==> src/rtl/spi_rd_master.sv <==
// SPI flash-read sequencer (mode 0): CMD, 24-bit ADDR, optional MODE byte, dummy bytes and
// data bytes, each phase in single, dual or quad lane mode. Received bytes stream out MSB first.
module spi_rd_master #(
    parameter int unsigned CLK_DIV = 4,
    parameter int unsigned LEN_W   = 8
) (
    input  logic             sys_clk_i,
    input  logic             reset_ni,
    input  logic             req_i,
    input  logic [7:0]       cmd_i,
    input  logic [23:0]      addr_i,
    input  logic [1:0]       imode_i,
    input  logic [1:0]       fmode_i,
    input  logic             mode_en_i,
    input  logic [3:0]       dummy_n_i,
    input  logic [LEN_W-1:0] rd_len_i,
    output logic             busy_o,
    output logic [7:0]       rdata_o,
    output logic             rdata_vld_o,
    output logic             done_o,
    output logic             spi_sck_o,
    output logic             spi_csn_o,
    output logic [3:0]       spi_sdo_o,
    output logic [3:0]       spi_oen_o,
    input  logic [3:0]       spi_sdi_i
);
    localparam int unsigned CntW    = (LEN_W > 4) ? LEN_W : 4;
    localparam logic [7:0]  DivLast = 8'(CLK_DIV - 1);

    typedef enum logic [3:0] {
        StIdle, StCsSetup, StCmd, StAddr, StMode, StDummy, StData, StCsHold, StCsGap
    } state_e;

    function automatic logic [3:0] lanes_out(input logic [1:0] m, input logic [31:0] w);
        case (m)
            2'b10:   return w[31:28];
            2'b01:   return {2'b00, w[31:30]};
            default: return {3'b000, w[31]};
        endcase
    endfunction

    function automatic logic [31:0] shift_tx(input logic [1:0] m, input logic [31:0] w);
        case (m)
            2'b10:   return w << 4;
            2'b01:   return w << 2;
            default: return w << 1;
        endcase
    endfunction

    function automatic logic [7:0] shift_rx(input logic [1:0] m, input logic [7:0] r,
                                            input logic [3:0] d);
        case (m)
            2'b10:   return {r[3:0], d};
            2'b01:   return {r[5:0], d[1:0]};
            default: return {r[6:0], d[1]};
        endcase
    endfunction

    function automatic logic [3:0] oen_of(input logic [1:0] m);
        case (m)
            2'b10:   return 4'b0000;
            2'b01:   return 4'b1100;
            default: return 4'b1110;
        endcase
    endfunction

    // Index of the last SCK within one byte for the given lane mode.
    function automatic logic [2:0] sck_last(input logic [1:0] m);
        case (m)
            2'b10:   return 3'd1;
            2'b01:   return 3'd3;
            default: return 3'd7;
        endcase
    endfunction

    state_e          state_q;
    logic [7:0]      div_q;
    logic            sck_q, csn_q, busy_q, done_q, vld_q;
    logic [3:0]      sdo_q, oen_q;
    logic [7:0]      rdata_q, rx_q;
    logic [31:0]     tx_q;
    logic [1:0]      mode_q;
    logic [2:0]      bit_q;
    logic [CntW-1:0] byte_q;
    logic [7:0]      cmd_q;
    logic [23:0]     addr_q;
    logic [1:0]      imode_q, fmode_q;
    logic            mode_en_q;
    logic [3:0]      dummy_q;
    logic [LEN_W-1:0] len_q;

    state_e          nxt_st;
    logic [31:0]     ent_word, tx_nxt;
    logic [1:0]      ent_mode;
    logic [CntW-1:0] ent_bytes;
    logic [3:0]      ent_oen;
    logic            has_dummy, has_data, in_phase, enter;

    assign has_dummy = (dummy_q != 4'd0);
    assign has_data  = (len_q != '0);
    assign in_phase  = state_q inside {StCmd, StAddr, StMode, StDummy, StData};
    assign tx_nxt    = shift_tx(mode_q, tx_q);
    // Phase change happens on the SCK fall that ends the last bit of the last byte.
    assign enter = (div_q == DivLast) &&
                   ((state_q == StCsSetup) ||
                    (in_phase && sck_q && bit_q == 3'd0 && byte_q == CntW'(1)));

    always_comb begin
        nxt_st = StCsHold;
        case (state_q)
            StCsSetup: nxt_st = StCmd;
            StCmd:     nxt_st = StAddr;
            StAddr: begin
                if (mode_en_q)      nxt_st = StMode;
                else if (has_dummy) nxt_st = StDummy;
                else if (has_data)  nxt_st = StData;
            end
            StMode: begin
                if (has_dummy)     nxt_st = StDummy;
                else if (has_data) nxt_st = StData;
            end
            StDummy: if (has_data) nxt_st = StData;
            default: nxt_st = StCsHold;
        endcase

        ent_word  = '0;
        ent_mode  = fmode_q;
        ent_bytes = '0;
        ent_oen   = 4'hF;
        case (nxt_st)
            StCmd: begin
                ent_word  = {cmd_q, 24'h0};
                ent_mode  = imode_q;
                ent_bytes = CntW'(1);
                ent_oen   = oen_of(imode_q);
            end
            StAddr: begin
                ent_word  = {addr_q, 8'h0};
                ent_bytes = CntW'(3);
                ent_oen   = oen_of(fmode_q);
            end
            StMode: begin
                ent_bytes = CntW'(1);
                ent_oen   = oen_of(fmode_q);
            end
            StDummy: ent_bytes = CntW'(dummy_q);
            StData:  ent_bytes = CntW'(len_q);
            default: ;
        endcase
    end

    always_ff @(posedge sys_clk_i or negedge reset_ni) begin
        if (!reset_ni) begin
            state_q   <= StIdle;
            div_q     <= '0;
            sck_q     <= 1'b0;
            csn_q     <= 1'b1;
            busy_q    <= 1'b0;
            done_q    <= 1'b0;
            vld_q     <= 1'b0;
            sdo_q     <= 4'h0;
            oen_q     <= 4'hF;
            rdata_q   <= 8'h00;
            rx_q      <= 8'h00;
            tx_q      <= '0;
            mode_q    <= 2'b00;
            bit_q     <= 3'd0;
            byte_q    <= '0;
            cmd_q     <= 8'h00;
            addr_q    <= 24'h0;
            imode_q   <= 2'b00;
            fmode_q   <= 2'b00;
            mode_en_q <= 1'b0;
            dummy_q   <= 4'd0;
            len_q     <= '0;
        end else begin
            done_q <= 1'b0;
            vld_q  <= 1'b0;
            unique case (state_q)
                StIdle: begin
                    if (req_i) begin
                        cmd_q     <= cmd_i;
                        addr_q    <= addr_i;
                        imode_q   <= imode_i;
                        fmode_q   <= fmode_i;
                        mode_en_q <= mode_en_i;
                        dummy_q   <= dummy_n_i;
                        len_q     <= rd_len_i;
                        busy_q    <= 1'b1;
                        csn_q     <= 1'b0;
                        div_q     <= '0;
                        state_q   <= StCsSetup;
                    end
                end
                StCsSetup: if (div_q != DivLast) div_q <= div_q + 8'd1;
                StCmd, StAddr, StMode, StDummy, StData: begin
                    if (div_q != DivLast) begin
                        div_q <= div_q + 8'd1;
                    end else begin
                        div_q <= '0;
                        sck_q <= ~sck_q;
                        if (!sck_q) begin
                            if (state_q == StData) rx_q <= shift_rx(mode_q, rx_q, spi_sdi_i);
                        end else begin
                            if (state_q == StData && bit_q == 3'd0) begin
                                rdata_q <= rx_q;
                                vld_q   <= 1'b1;
                            end
                            if (bit_q != 3'd0) begin
                                bit_q <= bit_q - 3'd1;
                                tx_q  <= tx_nxt;
                                sdo_q <= lanes_out(mode_q, tx_nxt);
                            end else if (byte_q != CntW'(1)) begin
                                byte_q <= byte_q - CntW'(1);
                                bit_q  <= sck_last(mode_q);
                                tx_q   <= tx_nxt;
                                sdo_q  <= lanes_out(mode_q, tx_nxt);
                            end
                        end
                    end
                end
                StCsHold: begin
                    if (div_q != DivLast) begin
                        div_q <= div_q + 8'd1;
                    end else begin
                        div_q   <= '0;
                        csn_q   <= 1'b1;
                        state_q <= StCsGap;
                    end
                end
                StCsGap: begin
                    if (div_q != DivLast) begin
                        div_q <= div_q + 8'd1;
                    end else begin
                        div_q   <= '0;
                        busy_q  <= 1'b0;
                        done_q  <= 1'b1;
                        state_q <= StIdle;
                    end
                end
                default: state_q <= StIdle;
            endcase

            if (enter) begin
                state_q <= nxt_st;
                div_q   <= '0;
                tx_q    <= ent_word;
                sdo_q   <= lanes_out(ent_mode, ent_word);
                oen_q   <= ent_oen;
                mode_q  <= ent_mode;
                byte_q  <= ent_bytes;
                bit_q   <= sck_last(ent_mode);
            end
        end
    end

    assign busy_o      = busy_q;
    assign rdata_o     = rdata_q;
    assign rdata_vld_o = vld_q;
    assign done_o      = done_q;
    assign spi_sck_o   = sck_q;
    assign spi_csn_o   = csn_q;
    assign spi_sdo_o   = sdo_q;
    assign spi_oen_o   = oen_q;
endmodule

==> config.mk <==
export PLATFORM = sky130hd
export DESIGN_NAME = spi_rd_master
export DESIGN_NICKNAME = d
export VERILOG_FILES = /design/src/rtl/spi_rd_master.sv
export SDC_FILE = /design/constraint.sdc
export NUM_CORES = 1
export LEC_CHECK = 0
export CORE_UTILIZATION = 35
export CTS_CLUSTER_DIAMETER = 60
export DETAILED_ROUTE_END_ITERATION = 7
export PLACE_DENSITY = 0.63
export RECOVER_POWER = 50
export SLEW_MARGIN = 20
export SYNTH_ARGS = -nofsm -noshare
export SYNTH_HDL_FRONTEND = slang
export SYNTH_SLANG_ARGS = --single-unit
==> constraint.sdc <==
create_clock -name sys_clk_i -period 2.6 [get_ports sys_clk_i]
set_clock_uncertainty 0.05 [all_clocks]
set_input_delay 0.39 -clock sys_clk_i [delete_from_list [all_inputs] [get_ports sys_clk_i]]
set_output_delay 0.39 -clock sys_clk_i [all_outputs]
set_load 0.01 [all_outputs]
==> impl_metrics.env, run 1 <==
export IMPL_outcome="finished clean"
export IMPL_syn_to_final_growth_pct=27.1
export IMPL_fp_coreArea_um2=18300
export IMPL_ys_seq_elements=125
export IMPL_clk_pin_slew_ns=0.06
export IMPL_fmax_ghz=0.428
export IMPL_grt_max_degree=49
export IMPL_cp_num_buf_inv=2
export IMPL_final_max_slew_violation_count=0
export IMPL_first_pass_iteration_count_of_the_detailed_router=5
export IMPL_number_of_nets_with_antenna_violations_after_routing=0
export IMPL_worst_skew_pair_late_latency_ns=0.43
export IMPL_whs_path_depth=2
export IMPL_clock_sinks=125
export IMPL_wire_length_of_the_first_global_routing_pass_um=26300
export IMPL_relSlewSlack=0.208
export IMPL_ys_warn_count=0
export IMPL_p_leak_nw=3.58
export IMPL_route_detailed_drc=0
export IMPL_first_global_vias=5097
export IMPL_clockBufferDepth=2
export IMPL_final_seq_area_um2=3130
export IMPL_criticalPathCategory="register to register"
export IMPL_ff2ff_setup_slack_ns=0.26
export IMPL_clock_tree_from_tritoncts="done"
export IMPL_reg2reg_to="spi_sdo_o[3]"
export IMPL_min_from="spi_csn_o"
export IMPL_final_hold_viol_count=0
export IMPL_worst_setup_path_end_kind="register"
export IMPL_master_cell_of_the_clock_root_buffer="sky130_fd_sc_hd__clkbuf_16"
export IMPL_tightestPinTransition_ns=1.19
export IMPL_cap_violations=0
export IMPL_irDropWorstVdd_uv=435
export IMPL_layout_drive_gt1_share=0.183
export IMPL_synthFlopType="sky130_fd_sc_hd__dfrtp_1"
export IMPL_initial_antenna_violation_count=0
export IMPL_ys_types=66
export IMPL_holdCritPathClass="register to register"
export IMPL_cp_required_ns=2.90
export IMPL_crit_chain="buf_4 -> nand3_1 -> and2_1 -> a41o_1 -> buf_12 -> or4b_1 -> a31oi_1"
export IMPL_finalNetCount=813
export IMPL_die_width_um=140
export IMPL_gr_usage_all_layers=0.171
export IMPL_place_port_buffers=76
export IMPL_netlist_area_um2=6620
export IMPL_routabilityCongestion=0.809
export IMPL_cts_resized=0
export IMPL_timing_critical_path_slowest_cell_delay_ns=0.50
export IMPL_finalWirelength_um=15700
export IMPL_initial_utilization=0.362
export IMPL_pwr_density_cell_nw_per_um2=554
export IMPL_rsz0062_at_grt="false"
export IMPL_critPathMaxFanout=46
export IMPL_deepest_level_of_the_cts_h_tree=4
export IMPL_synth_avg_cell_area_um2=9.99
export IMPL_final_period_minus_worst_setup_slack_ns=2.34
export IMPL_vias_per_cell=5.39
export IMPL_net_count_after_synthesis=731
export IMPL_design_die_area_um2=19500
export IMPL_timing_final_crit_share=0.899
export IMPL_fin_total_pwr_mw=4.66
export IMPL_async_reset_ff_frac=1.00
export IMPL_num_fill_cells=1731
export IMPL_dieHeight_um=140
export IMPL_timing_rr_start="state_q[2]"
export IMPL_floorplan_io_pins=77
export IMPL_critical_path_top_delay_family="simple AND/OR/NAND/NOR gates"
export IMPL_num_vias=5323
export IMPL_dp_final_hpwl_um=11100
export IMPL_fp_row_count=49
export IMPL_critical_path_startpoint_type="register"
export IMPL_setup_tns_final_ns=0
export IMPL_number_of_flops_mapped_to_enable_cells_by_yosys=0
export IMPL_numCtsBuffers=17
export IMPL_setup_violations=0
export IMPL_crit_slowest_cell="sky130_fd_sc_hd__or4b_1"
export IMPL_diodes=0
export IMPL_synth_sequential_area_ratio=0.473
export IMPL_pre_cts_slack_ns=0.293
export IMPL_wl_per_cell_um=15.9
export IMPL_worst_hold_path_endpoint="spi_csn_o"
export IMPL_gr_total_overflow=0
export IMPL_gate_count_of_the_mapped_netlist=663
export IMPL_timing_reg2reg_worst_path_depth=7
export IMPL_fin_worst_hold_slack_ns=0.414
export IMPL_cp_data_arrival_time_ns=2.64
export IMPL_total_area_of_multi_input_combinational_cells_um2=3240
export IMPL_detailedRoute_firstIterationViolations=392
export IMPL_setup_ws_ns=0.261
## cells by family after synthesis
group           after synthesis  share of synthesized area
simple gates                210                      0.158
compound gates              178                      0.180
flops                       125                      0.473
mux                          67                      0.113
buf+inv                      62                     0.0406
fa+ha+maj                    12                     0.0227
xor+xnor                      9                     0.0119
## area by class of cell
class / count / area share
Clock buffer: 26 / 0.0593
Multi-Input combinational cell: 476 / 0.385
Tap cell: 229 / 0.0340
Timing Repair Buffer: 110 / 0.127
Inverter: 15 / 0.00669
Clock inverter: 6 / 0.0161
Sequential cell: 125 / 0.372
## synth_stat cells, drive strengths merged, types with 15 or more instances
cell | n | area share
buf | 23 | 0.019
mux2 | 64 | 0.11
a31oi | 21 | 0.021
clkbuf | 24 | 0.014
nand3 | 22 | 0.017
o21ai | 44 | 0.033
nor2 | 49 | 0.028
a22oi | 34 | 0.039
dfrtp | 121 | 0.46
inv | 15 | 0.0085
a21oi | 22 | 0.017
nand2 | 78 | 0.044
## stage by stage
step	instance area (um^2)	instances	util
after floorplan	6620	663	-
after global placement	7800	954	0.427
after detailed placement	7800	954	0.427
after CTS	8440	987	0.462
after global routing	8420	987	0.461
final	8420	987	0.461
## worst max-delay path by stage
stage / startpoint / endpoint / slack (ns) / depth (start not counted)
finish: state_q[2] / spi_sdo_o[3] / 0.26 / 7
global route: div_q[4] / rdata_o[5] / 0.08 / 5
CTS: state_q[2] / spi_sdo_o[3] / 0.26 / 7
detailed placement: state_q[2] / spi_sdo_o[3] / 0.29 / 7
global placement: state_q[2] / spi_sdo_o[3] / 0.36 / 7
floorplan: state_q[1] / spi_sdo_o[0] / 0.27 / 9
## layer usage
layer | vias to the layer above | share of wire | wire [um] | global-route usage
met5 | - | 0 | 0 | 0
met4 | 0 | 0.016 | 245 | 0.0665
met3 | 21 | 0.036 | 564 | 0.0399
met2 | 112 | 0.44 | 6880 | 0.253
met1 | 2585 | 0.51 | 7970 | 0.240
li1 | 2605 | - | - | -
## power breakdown
group	internal [mW]	switching (mW)	leakage [nW]	total [mW]
registers	1.95	0.00689	1.63	1.96
logic	0.0814	0.0548	1.65	0.136
clock network	1.71	0.856	0.301	2.56
total	3.74	0.918	3.58	4.66
## state kept, by name, indices dropped and copies added, names as in the netlist, 8 cells and up
register and cells:
addr_q 24, byte_q 8, cmd_q 8, div_q 8, len_q 8, rdata_o 8, rx_q 8, tx_q 23
## layout by cell type, fill, tap and decap left out, types with 11 or more instances in the layout
cell type | netlist | layout
sky130_fd_sc_hd__clkdlybuf4s50_1 | 0 | 70
sky130_fd_sc_hd__ha_1 | 12 | 12
sky130_fd_sc_hd__a22oi_1 | 34 | 34
sky130_fd_sc_hd__mux2_2 | 64 | 64
sky130_fd_sc_hd__nand3_1 | 21 | 21
sky130_fd_sc_hd__a21oi_1 | 22 | 21
sky130_fd_sc_hd__nor2_1 | 49 | 49
sky130_fd_sc_hd__dfrtp_1 | 121 | 121
sky130_fd_sc_hd__buf_4 | 2 | 24
sky130_fd_sc_hd__a31oi_1 | 20 | 20
sky130_fd_sc_hd__inv_1 | 15 | 15
sky130_fd_sc_hd__nor3_1 | 11 | 11
sky130_fd_sc_hd__clkbuf_16 | 0 | 17
sky130_fd_sc_hd__o21ai_0 | 40 | 40
sky130_fd_sc_hd__nand2_1 | 78 | 78
## tightest hold or removal path, cell delays in order, from the launching register on
cell	delay (ns)
sky130_fd_sc_hd__dfstp_2	0.37
sky130_fd_sc_hd__nand2_1	0.05
sky130_fd_sc_hd__nand2_1	0.05
## what timing repair did
action | CTS | global route
hold endpoints to repair | 41 | 0
setup buffers | 0 | 0
hold buffers | 1 | 0
Power figures use the tool's default switching activity.
==> run 2: changes to the inputs <==
PLACE_DENSITY = 0.54   (was 0.63)
==> run 2 against run 1 <==
Compared with the run above:
- combinational power about the same
- maximum frequency increased by 2.5%
- wire length increased by 1.0%
- critical path type unchanged
- die area unchanged
- largest cell class unchanged
- count of clock-buffer cells in the layout decreased by 7
- final cell count decreased by 0.20%
==> impl_metrics.env, run 2 (synthesized netlist as in run 1, its figures left out) <==
export IMPL_outcome="finished clean"
export IMPL_criticalPathCategory="register to register"
export IMPL_wire_length_of_the_first_global_routing_pass_um=26800
export IMPL_fp_row_count=49
export IMPL_p_leak_nw=3.56
export IMPL_cp_data_arrival_time_ns=2.52
export IMPL_largest_register_ff_count=24
export IMPL_cap_violations=0
export IMPL_grt_max_degree=52
export IMPL_vias_per_cell=5.38
export IMPL_syn_to_final_growth_pct=26.5
export IMPL_fmax_ghz=0.438
export IMPL_clockBufferDepth=2
export IMPL_routabilityCongestion=0.794
export IMPL_place_port_buffers=76
export IMPL_finalNetCount=811
export IMPL_largest_register="addr_q"
export IMPL_final_period_minus_worst_setup_slack_ns=2.28
export IMPL_clk_pin_slew_ns=0.06
export IMPL_critPathMaxFanout=12
export IMPL_cts_setup_buffers=0
export IMPL_die_width_um=140
export IMPL_irDropWorstVdd_uv=419
export IMPL_pwr_density_cell_nw_per_um2=543
export IMPL_detailedRoute_firstIterationViolations=329
export IMPL_setup_tns_final_ns=0
export IMPL_hold_buffers=1
export IMPL_dieHeight_um=140
export IMPL_first_global_vias=5265
export IMPL_clock_tree_from_tritoncts="done"
export IMPL_num_vias=5304
export IMPL_timing_final_crit_share=0.877
export IMPL_gr_usage_all_layers=0.174
export IMPL_design_die_area_um2=19500
export IMPL_most_common_library_cell_in_the_layout_ignoring_fill_and_taps="sky130_fd_sc_hd__dfrtp_1"
export IMPL_holdCritPathClass="register to register"
export IMPL_final_cell_count_no_fill=985
export IMPL_relSlewSlack=0.185
export IMPL_layout_drive_gt1_share=0.189
export IMPL_clock_sinks=125
export IMPL_number_of_nets_with_antenna_violations_after_routing=0
export IMPL_dp_final_hpwl_um=11400
export IMPL_tightestPinTransition_ns=1.22
export IMPL_initial_utilization=0.362
export IMPL_wl_per_cell_um=16.1
export IMPL_floorplan_io_pins=77
export IMPL_cp_required_ns=2.84
export IMPL_worst_setup_path_end_kind="register"
export IMPL_gr_total_overflow=0
export IMPL_most_common_layout_cells="sky130_fd_sc_hd__dfrtp_1 (121), sky130_fd_sc_hd__nand2_1 (78), sky130_fd_sc_hd__clkdlybuf4s50_1 (70), sky130_fd_sc_hd__mux2_2 (64), sky130_fd_sc_hd__nor2_1 (49)"
export IMPL_finalWirelength_um=15800
export IMPL_final_max_slew_violation_count=0
export IMPL_setup_violations=0
export IMPL_numCtsBuffers=17
export IMPL_worst_skew_pair_late_latency_ns=0.43
export IMPL_number_of_cells_in_the_design_after_placement=952
export IMPL_route_detailed_drc=0
export IMPL_master_cell_of_the_clock_root_buffer="sky130_fd_sc_hd__clkbuf_16"
export IMPL_first_pass_iteration_count_of_the_detailed_router=5
export IMPL_critical_path_startpoint_type="register"
export IMPL_final_hold_viol_count=0
export IMPL_fp_coreArea_um2=18300
export IMPL_initial_antenna_violation_count=0
export IMPL_biggestRegsByFlops="addr_q: 24 flops, tx_q: 23 flops"
export IMPL_rsz0062_at_grt="false"
export IMPL_diodes=0
export IMPL_cts_resized=0
export IMPL_deepest_level_of_the_cts_h_tree=4
run 2: power by group:
group	total [mW]	internal (mW)	switching, mW
combinational	0.138	0.0817	0.0567
sequential	1.96	1.95	0.00639
clock	2.45	1.56	0.891
run 2: critical path: stages, from the launching register on:
cell	delay (ns)
sky130_fd_sc_hd__dfrtp_1	0.46
sky130_fd_sc_hd__buf_4	0.22
sky130_fd_sc_hd__nor3_1	0.37
sky130_fd_sc_hd__mux2i_1	0.38
sky130_fd_sc_hd__and4_1	0.29
sky130_fd_sc_hd__and3_1	0.19
sky130_fd_sc_hd__xnor2_1	0.12
sky130_fd_sc_hd__nor2_1	0.06
run 2: path summary, 6_finish.rpt:
kind / slack [ns] / start / cells after the start / endpoint
setup reg to reg: 0.32 / state_q[0] / 7 / div_q[6]
setup / recovery: 0.32 / state_q[0] / 7 / div_q[6]
hold reg to reg: 0.41 / spi_csn_o / 2 / spi_csn_o
max in group asynchronous: 0.48 / reset_ni / 3 / addr_q[6]
min in group asynchronous: 0.69 / reset_ni / 2 / cmd_q[7]
hold / removal: 0.41 / spi_csn_o / 2 / spi_csn_o
run 2: per-stage QoR:
step                setup slack, ns  hold WS, ns  power (mW)  utilization  cell area [um^2]
floorplan                     0.268       0.0444        2.00            -              6620
global placement              0.372        0.394        2.14        0.426              7780
detailed placement            0.368        0.397        2.14        0.426              7780
CTS                           0.329        0.410        4.62        0.460              8410
global route                  0.116        0.436        4.71        0.458              8380
finish                        0.319        0.412        4.55        0.458              8380
run 2: final cells by class:
type                            count  area (um^2)
Clock buffer                       19          453
Clock inverter                     13          165
Fill cell                        1739         9890
Inverter                           15         56.3
Multi-Input combinational cell    476         3240
Sequential cell                   125         3130
Tap cell                          229          287
Timing Repair Buffer              108         1040
run 2: per-layer routing:
metal | global-route usage | routed length [um] | vias up
met3 | 0.0413 | 580 | 14
li1 | - | - | 2589
met5 | 0 | 0 | -
met2 | 0.264 | 7070 | 113
met4 | 0.0578 | 204 | 0
met1 | 0.242 | 7960 | 2588
==> run 3: changes to the inputs <==
SKIP_LAST_GASP = 1   (was unset)
TNS_END_PERCENT = 1   (was unset)
clock period = 2.9 ns   (was 2.6 ns; I/O delays follow)
==> run 3 against run 2 <==
Compared with the run above:
- the run now ends with max-capacitance violations, max-slew violations left
- non-clock buffer count fell by 7
- worst setup slack gained 0.13 ns
- via count is 0.96% lower
- critical endpoint is now tx_q[21]
==> impl_metrics.env, run 3 (synthesized netlist as in run 1, its figures left out) <==
export IMPL_gr_total_overflow=0
export IMPL_vias_per_cell=5.37
export IMPL_pwr_density_cell_nw_per_um2=488
export IMPL_initial_utilization=0.362
export IMPL_largest_register_ff_count=24
export IMPL_layout_drive_gt1_share=0.179
export IMPL_dieHeight_um=140
export IMPL_timing_critical_path_slowest_cell_delay_ns=0.45
export IMPL_cp_data_arrival_time_ns=2.73
export IMPL_master_cell_of_the_clock_root_buffer="sky130_fd_sc_hd__clkbuf_16"
export IMPL_final_max_slew_violation_count=34
export IMPL_crit_slowest_cell="sky130_fd_sc_hd__dfrtp_1"
export IMPL_number_of_nets_with_antenna_violations_after_routing=0
export IMPL_clockBufferDepth=2
export IMPL_critPathMaxFanout=18
export IMPL_dp_final_hpwl_um=11400
export IMPL_p_leak_nw=3.50
export IMPL_final_hold_viol_count=0
export IMPL_floorplan_io_pins=77
export IMPL_wire_length_of_the_first_global_routing_pass_um=27400
export IMPL_syn_to_final_growth_pct=25.4
export IMPL_grt_max_degree=73
export IMPL_worst_setup_path_end_kind="register"
export IMPL_relSlewSlack=-0.334
export IMPL_route_detailed_drc=0
export IMPL_setup_tns_final_ns=0
export IMPL_wl_met3_um=527
export IMPL_timing_final_crit_share=0.846
export IMPL_met1_length_um=7940
export IMPL_fp_row_count=49
export IMPL_holdCritPathClass="register to register"
export IMPL_fin_total_pwr_mw=4.05
export IMPL_critical_path_startpoint_type="register"
export IMPL_clock_sinks=125
export IMPL_path_common_cell="sky130_fd_sc_hd__buf_4"
export IMPL_largest_register="addr_q"
export IMPL_routed_top_layer="met4"
export IMPL_deepest_level_of_the_cts_h_tree=4
export IMPL_fmax_ghz=0.407
export IMPL_die_width_um=140
export IMPL_final_core_util=0.454
export IMPL_irDropWorstVdd_uv=404
export IMPL_place_port_buffers=76
export IMPL_pre_cts_slack_ns=0.435
export IMPL_fp_coreArea_um2=18300
export IMPL_rsz0062_at_grt="false"
export IMPL_cp_required_ns=3.18
export IMPL_first_global_vias=5269
export IMPL_crit_chain="nor3_2 -> and4_1 -> a41o_1 -> buf_4 -> buf_4 -> nand3_1 -> a31oi_1"
export IMPL_finalNetCount=804
export IMPL_most_common_library_cell_in_the_layout_ignoring_fill_and_taps="sky130_fd_sc_hd__dfrtp_1"
export IMPL_tightestPinTransition_ns=2.00
export IMPL_first_pass_iteration_count_of_the_detailed_router=6
export IMPL_worst_skew_pair_late_latency_ns=0.42
export IMPL_setup_violations=0
export IMPL_routabilityCongestion=0.823
export IMPL_design_die_area_um2=19500
export IMPL_num_vias=5253
export IMPL_cts_resized=0
export IMPL_detailedRoute_firstIterationViolations=328
export IMPL_finalWirelength_um=15900
export IMPL_cts_setup_buffers=0
export IMPL_diodes=0
export IMPL_initial_antenna_violation_count=0
export IMPL_final_period_minus_worst_setup_slack_ns=2.45
export IMPL_gr_usage_all_layers=0.176
export IMPL_clock_tree_from_tritoncts="done"
export IMPL_setup_ws_ns=0.446
export IMPL_outcome="finished with violations"
export IMPL_criticalPathCategory="register to register"
export IMPL_dr_wl_met2_um=7300
export IMPL_cap_violations=1
export IMPL_hold_buffers=1
export IMPL_most_common_layout_cells="sky130_fd_sc_hd__dfrtp_1 (121), sky130_fd_sc_hd__nand2_1 (78), sky130_fd_sc_hd__clkdlybuf4s50_1 (69), sky130_fd_sc_hd__mux2_2 (64), sky130_fd_sc_hd__nor2_1 (49)"
export IMPL_wl_per_cell_um=16.3
export IMPL_clk_pin_slew_ns=0.06
export IMPL_numCtsBuffers=17
export IMPL_biggestRegsByFlops="addr_q: 24 flops, tx_q: 23 flops"
export IMPL_failed_checks="max-capacitance violations, max-slew violations"
## run 3: worst paths after layout
check	from	endpoint	slack [ns]	cells past startpoint
max	byte_q[2]	tx_q[21]	0.45	7
min	spi_csn_o	spi_csn_o	0.41	2
max reg2reg	byte_q[2]	tx_q[21]	0.45	7
min reg2reg	spi_csn_o	spi_csn_o	0.41	2
max in group asynchronous	reset_ni	rdata_o[5]	0.51	3
min in group asynchronous	reset_ni	cmd_q[7]	1.07	2
## run 3: layer usage
layer / vias up / GRT usage
li1: 2583 / -
met1: 2553 / 0.251
met2: 105 / 0.268
met3: 12 / 0.0348
met4: 0 / 0.0590
met5: - / 0
## run 3: area by class of cell
type | count | area [um^2]
multi-input combinational | 476 | 3230
fill | 1772 | 9970
timing repair buffer | 101 | 982
clock inverter | 14 | 169
sequential | 125 | 3130
inverter | 15 | 56.3
tap | 229 | 287
clock buffer | 18 | 439
## run 3: worst max-delay path, delay by kind of cell, from the launching register on
kind	cells	cell delay, ns
AO/OA/AOI/OAI	2	0.55
buffers and inverters	2	0.49
flip-flops	1	0.45
AND/OR/NAND/NOR	3	0.82
## run 3: per-stage QoR
step / instance area [um^2] / instances / hold WS [ns]
2_1_floorplan: 6620 / 663 / 0.0894
3_3_place_gp: 7690 / 945 / 0.374
3_5_place_dp: 7690 / 945 / 0.377
4_1_cts: 8310 / 978 / 0.414
5_1_grt: 8300 / 978 / 0.430
6_report: 8300 / 978 / 0.411
## run 3: report_power, final
| part | internal (mW) | switching [mW] | total (mW) |
|---|---|---|---|
| combinational | 0.0749 | 0.0491 | 0.124 |
| clock | 1.37 | 0.799 | 2.17 |
| sequential | 1.75 | 0.00567 | 1.76 |
